<file path="config.mk">
export PLATFORM = sky130hd
export DESIGN_NAME = count_sequencer
export DESIGN_NICKNAME = d
export VERILOG_FILES = /design/src/rtl/count_sequencer.sv
export SDC_FILE = /design/constraint.sdc
export NUM_CORES = 1
export LEC_CHECK = 0
export ABC_AREA = 1
export CAP_MARGIN = 20
export CORE_UTILIZATION = 25
export DETAILED_ROUTE_END_ITERATION = 10
export GPL_TIMING_DRIVEN = 0
export PLACE_DENSITY = 0.49
export SLEW_MARGIN = 10
export SYNTH_ARGS = -nofsm -noshare
export SYNTH_HDL_FRONTEND = slang
export SYNTH_SLANG_ARGS = --single-unit
</file>
<file path="constraint.sdc">
create_clock -name clk -period 6.7 [get_ports clk]
set_input_delay 0.67 -clock clk [delete_from_list [all_inputs] [get_ports clk]]
set_output_delay 0.67 -clock clk [all_outputs]
set_load 0.05 [all_outputs]
</file>
<file path="src/rtl/count_sequencer.sv">
// Sequencer for the lab counter: clears it, then drives programmed-step sweeps from 0 up to
// a limit, landing exactly on the limit, in one-shot or repeat mode with a start/busy/done handshake.
module count_sequencer #(
  parameter int WIDTH = 8
) (
  input  logic             clk,
  input  logic             rst,
  input  logic             start,
  input  logic             abort,
  input  logic [WIDTH-1:0] cfg_limit,
  input  logic [WIDTH-1:0] cfg_step,
  input  logic             cfg_repeat,
  input  logic [WIDTH-1:0] cnt_dout,
  output logic             cnt_rst,
  output logic             cnt_en,
  output logic [WIDTH-1:0] cnt_incr,
  output logic             busy,
  output logic             done,
  output logic [7:0]       pass_cnt
);

  // state | meaning
  // IDLE  | waiting for start; cfg_* sampled on start
  // CLEAR | one cycle of counter clear
  // RUN   | advancing the counter towards limit_q
  // DONE  | one-cycle done pulse after a one-shot sweep
  typedef enum logic [1:0] {IDLE, CLEAR, RUN, DONE} state_t;

  state_t           state, state_nxt;
  logic [WIDTH-1:0] limit_q, step_q;
  logic             repeat_q;
  logic             latch_cfg, pass_inc;
  logic [WIDTH:0]   remain;

  // Only consumed while cnt_dout < limit_q, so the difference is always positive.
  assign remain = {1'b0, limit_q} - {1'b0, cnt_dout};
  assign busy   = (state != IDLE);

  always_comb begin
    state_nxt = state;
    cnt_rst   = 1'b0;
    cnt_en    = 1'b0;
    cnt_incr  = '0;
    done      = 1'b0;
    latch_cfg = 1'b0;
    pass_inc  = 1'b0;
    if (rst) begin
      cnt_rst   = 1'b1;
      state_nxt = IDLE;
    end else if (state != IDLE && abort) begin
      // Counter is left untouched so its value can be inspected after an abort.
      state_nxt = IDLE;
    end else begin
      case (state)
        IDLE: begin
          if (start && !abort) begin
            latch_cfg = 1'b1;
            state_nxt = CLEAR;
          end
        end
        CLEAR: begin
          cnt_rst   = 1'b1;
          state_nxt = RUN;
        end
        RUN: begin
          if (cnt_dout < limit_q) begin
            cnt_en   = 1'b1;
            cnt_incr = ({1'b0, step_q} < remain) ? step_q : remain[WIDTH-1:0];
          end else begin
            pass_inc  = 1'b1;
            state_nxt = repeat_q ? CLEAR : DONE;
          end
        end
        DONE: begin
          done      = 1'b1;
          state_nxt = IDLE;
        end
        default: state_nxt = IDLE;
      endcase
    end
  end

  always_ff @(posedge clk) begin
    if (rst) begin
      state    <= IDLE;
      limit_q  <= '0;
      step_q   <= '0;
      repeat_q <= 1'b0;
      pass_cnt <= '0;
    end else begin
      state <= state_nxt;
      if (latch_cfg) begin
        limit_q  <= cfg_limit;
        step_q   <= (cfg_step == '0) ? {{(WIDTH-1){1'b0}}, 1'b1} : cfg_step;
        repeat_q <= cfg_repeat;
        pass_cnt <= '0;
      end else if (pass_inc && pass_cnt != 8'hFF) begin
        pass_cnt <= pass_cnt + 8'd1;
      end
    end
  end

endmodule

</file>
==> flow_metrics.py <==
metrics = {
    "critical_path": {
        "end_kind": "primary output",
        "r2r-end": "pass_cnt[0]",
        "crit_top_cell": "nand2_1",
        "worstPathCellList": "clkdlybuf4s50_1 -> ha_1 -> fa_1 -> inv_1 -> nand3_1 -> nand2_1 -> xor2_1 -> inv_1 -> ha_1 -> nand2_1 -> nor2_1 -> nand2_1 -> nand2_1 -> nand2_1 -> nand2_1 -> nand2_1 -> nand2_1 -> nand2_1 -> nor2_1 -> nor2_1 -> clkdlybuf4s50_1",
        "cp_top_family": "buffers and inverters",
        "critPathArrivalTime_ns": 4.44,
        "timing.rr.start": "limit_q[4]",
        "required_ns": 6.03,
        "cp_slowest_stage_delay_ns": 0.81,
        "crit_buf_inv": 4,
        "start_kind": "input port",
        "rr_worst_depth": 11,
        "worstPathMaxFanout": 6,
        "criticalPathCategory": "input port to primary output",
        "cp_slowest_cell": "clkdlybuf4s50_1",
        "regToRegSetupSlack_ns": 4.85,
    },
    "yosys": {
        "synth_cells": 287,
        "ys_seq_elements": 27,
        "dominantRegCellSynth": "dfxtp_1",
        "ys_seq_area_share_pct": 27.50,
        "synthTopCellsByCount": "62 x nand2_1, 48 x inv_1, 30 x nor2_1",
        "avgSynthCellArea_um2": 6.849,
        "synthArstFlopShare_pct": 0,
        "synthMostInstantiatedCell": "nand2_1",
        "yosysWarningCount": 0,
        "yosysUniqueCellTypes": 33,
        "synthTopCellsByArea": "dfxtp_1 27%, nand2_1 12%, ha_1 10%",
        "netlist_area_um2": 1966,
        "syn-num-nets": 333,
        "synth_area_leader_cell": "dfxtp_1",
        "synth_top_area_share_pct": 27.50,
        "synth-edff-count": 0,
    },
    "timing": {
        "holdWs_ns": 0.4891,
        "drv_slew": 0,
        "period_minus_slack_ns": 5.114,
        "hold_violations": 0,
        "tightestPinTransition_ns": 0.5208,
        "max_freq_mhz": 195.5,
        "relSlewSlack_pct": 65.17,
        "setup_viol": 0,
        "fin_crit_sh_pct": 76.33,
        "tns_ns": 0,
        "rsz0062_at_grt": "false",
        "skew_ns": 0.005507,
    },
    "clocking": {
        "htree_num_levels": 1,
        "cts_resized": 0,
        "postCtsSetupBuffers": 0,
        "postCtsHoldBufs": 0,
        "cts_tree": "built",
        "clk_latency_ns": 0.27,
        "clkTransAtPathRegs_ns": 0.10,
        "cts_buffers": 3,
        "ctsRootBufferMaster": "clkbuf_8",
        "cts.sinks": 27,
        "cts_buffer_depth": 2,
    },
    "worst_hold_path": {
        "min-delay-start": "limit_q[2]",
        "hold_depth": 1,
        "worstHoldEndpoint": "limit_q[2]",
        "hp-class": "flip-flop to flip-flop",
    },
    "finish": {
        "layoutNonFillerInstCount": 438,
        "diodes": 0,
        "nNetsFinal": 386,
        "syn2layout_area_growth_pct": 33.04,
        "post-route-util_pct": 35.30,
        "drive_gt1_share_pct": 6.490,
        "fillCellCount": 783,
    },
    "grt": {
        "grt_usage_pct": 12.68,
        "gr-total-overflow": 0,
        "antenna_found_initial": 0,
        "grt_max_degree": 15,
        "grt_pass1_wl_um": 8424,
        "grt_pass1_vias": 1847,
    },
    "detailed_routing": {
        "drt-vias-per-instance": 4.322,
        "drcViolationCount": 0,
        "vias": 1893,
        "antenna_left": 0,
        "drtIter0Drc": 103,
        "finalWirelength_um": 5072,
        "routedWlPerCell_um": 11.58,
        "firstDrtPassIters": 4,
    },
    "placed_design": {
        "placed_cells": 434,
        "port_buffers": 48,
        "place_congestion": 0.8194,
        "hpwl_um": 4147,
    },
    "floorplan": {
        "io_pins": 49,
        "start_util_pct": 26.53,
        "die_area_um2": 8221,
        "die_w_um": 90.67,
        "die_h_um": 90.67,
        "core_area_um2": 7408,
        "rows": 31,
    },
    "power": {
        "cellPowerDensity_nw_per_um2": 149.6,
        "finalPower_w": 0.0003911,
        "ir_drop_mv": 0.07144,
        "leakagePower_nw": 1.229,
    },
    "run": {
        "max_cap_violations": 0,
    },
    "run_status": {
        "outcome": "finished, final reports clean",
    },
}
report_power, final:
| group | total (W) | internal, W | switching [W] |
|---|---|---|---|
| registers | 0.000173 | 0.000168 | 0.00000515 |
| clock network | 0.0000944 | 0.0000426 | 0.0000517 |
| logic | 0.000124 | 0.0000504 | 0.0000734 |
state kept, by name, indices dropped and copies added, names as in the netlist:
name and cells:
limit_q 8, pass_cnt 8, step_q 8, repeat_q 1, state 2
final cells by class:
class                      instances  area (um^2)  area share, %
multi-input combinational        207         1225          46.84
tap                               99        123.9          4.737
clock buffer                       4        45.04          1.722
buffer                             2        8.758         0.3349
inverter                          51        191.4          7.321
sequential                        27        540.5          20.67
timing repair buffer              48        480.5          18.37
cell families after synthesis:
logic type / count (synthesis) / synth area share, %
adders and majority gates: 17 / 11.20
xor gates and xnor gates: 12 / 5.347
buffers and inverters: 53 / 10.18
AOI/OAI and AO/OA: 46 / 14.77
DFF: 27 / 27.50
and+or+nand+nor: 132 / 31.00
worst max path at each step:
stage	startpoint	to	cells after the start
2_1_floorplan	cnt_dout[0]	cnt_incr[2]	19
3_3_place_gp	cnt_dout[0]	cnt_incr[2]	21
3_5_place_dp	cnt_dout[0]	cnt_incr[2]	21
4_1_cts	cnt_dout[0]	cnt_incr[2]	21
5_1_grt	cnt_dout[0]	cnt_incr[2]	21
6_report	cnt_dout[0]	cnt_incr[2]	21
per-stage QoR:
step	setup slack, ns	instance area [um^2]
4_1_cts	1.559	2615
5_1_grt	1.265	2615
3_5_place_dp	1.570	2570
6_report	1.586	2615
2_1_floorplan	2.693	1966
3_3_place_gp	1.561	2570
per-layer routing:
metal / vias up / global-route usage, % / share of wire [%]
met3: 4 / 2.104 / 4.1
li1: 1024 / - / -
met5: - / 0 / 0
met4: 0 / 4.167 / 1.3
met2: 38 / 20.90 / 44
met1: 827 / 16.71 / 51
worst register-to-register path: stages (launching register included):
cell,delay (ns)
dfxtp_1,0.33
ha_1,0.36
a21oi_1,0.24
o21ai_0,0.13
nand2_1,0.09
nand3_2,0.10
nand2_4,0.17
nand2_4,0.11
inv_2,0.08
nand2_1,0.05
nand2_1,0.07
nor2_2,0.04
cell usage in the layout (no fill, tap or decap), types with 2 or more instances in the layout:
cell type         n
nand2_1          62
inv_1            48
clkdlybuf4s50_1  48
nor2_1           30
dfxtp_1          27
nand3_1          20
a21oi_1          17
ha_1             16
o21ai_0          12
xor2_1            9
a22o_1            6
nor2_2            4
xnor2_1           3
nand3_2           3
nand2_4           3
o22ai_1           3
clkbuf_8          3
a31oi_1           2
nand2_2           2
inv_2             2
a21oi_4           2
nor3_1            2
nand4_1           2
clkbuf_1          2
Note: power is estimated with default switching activity, not from simulation.
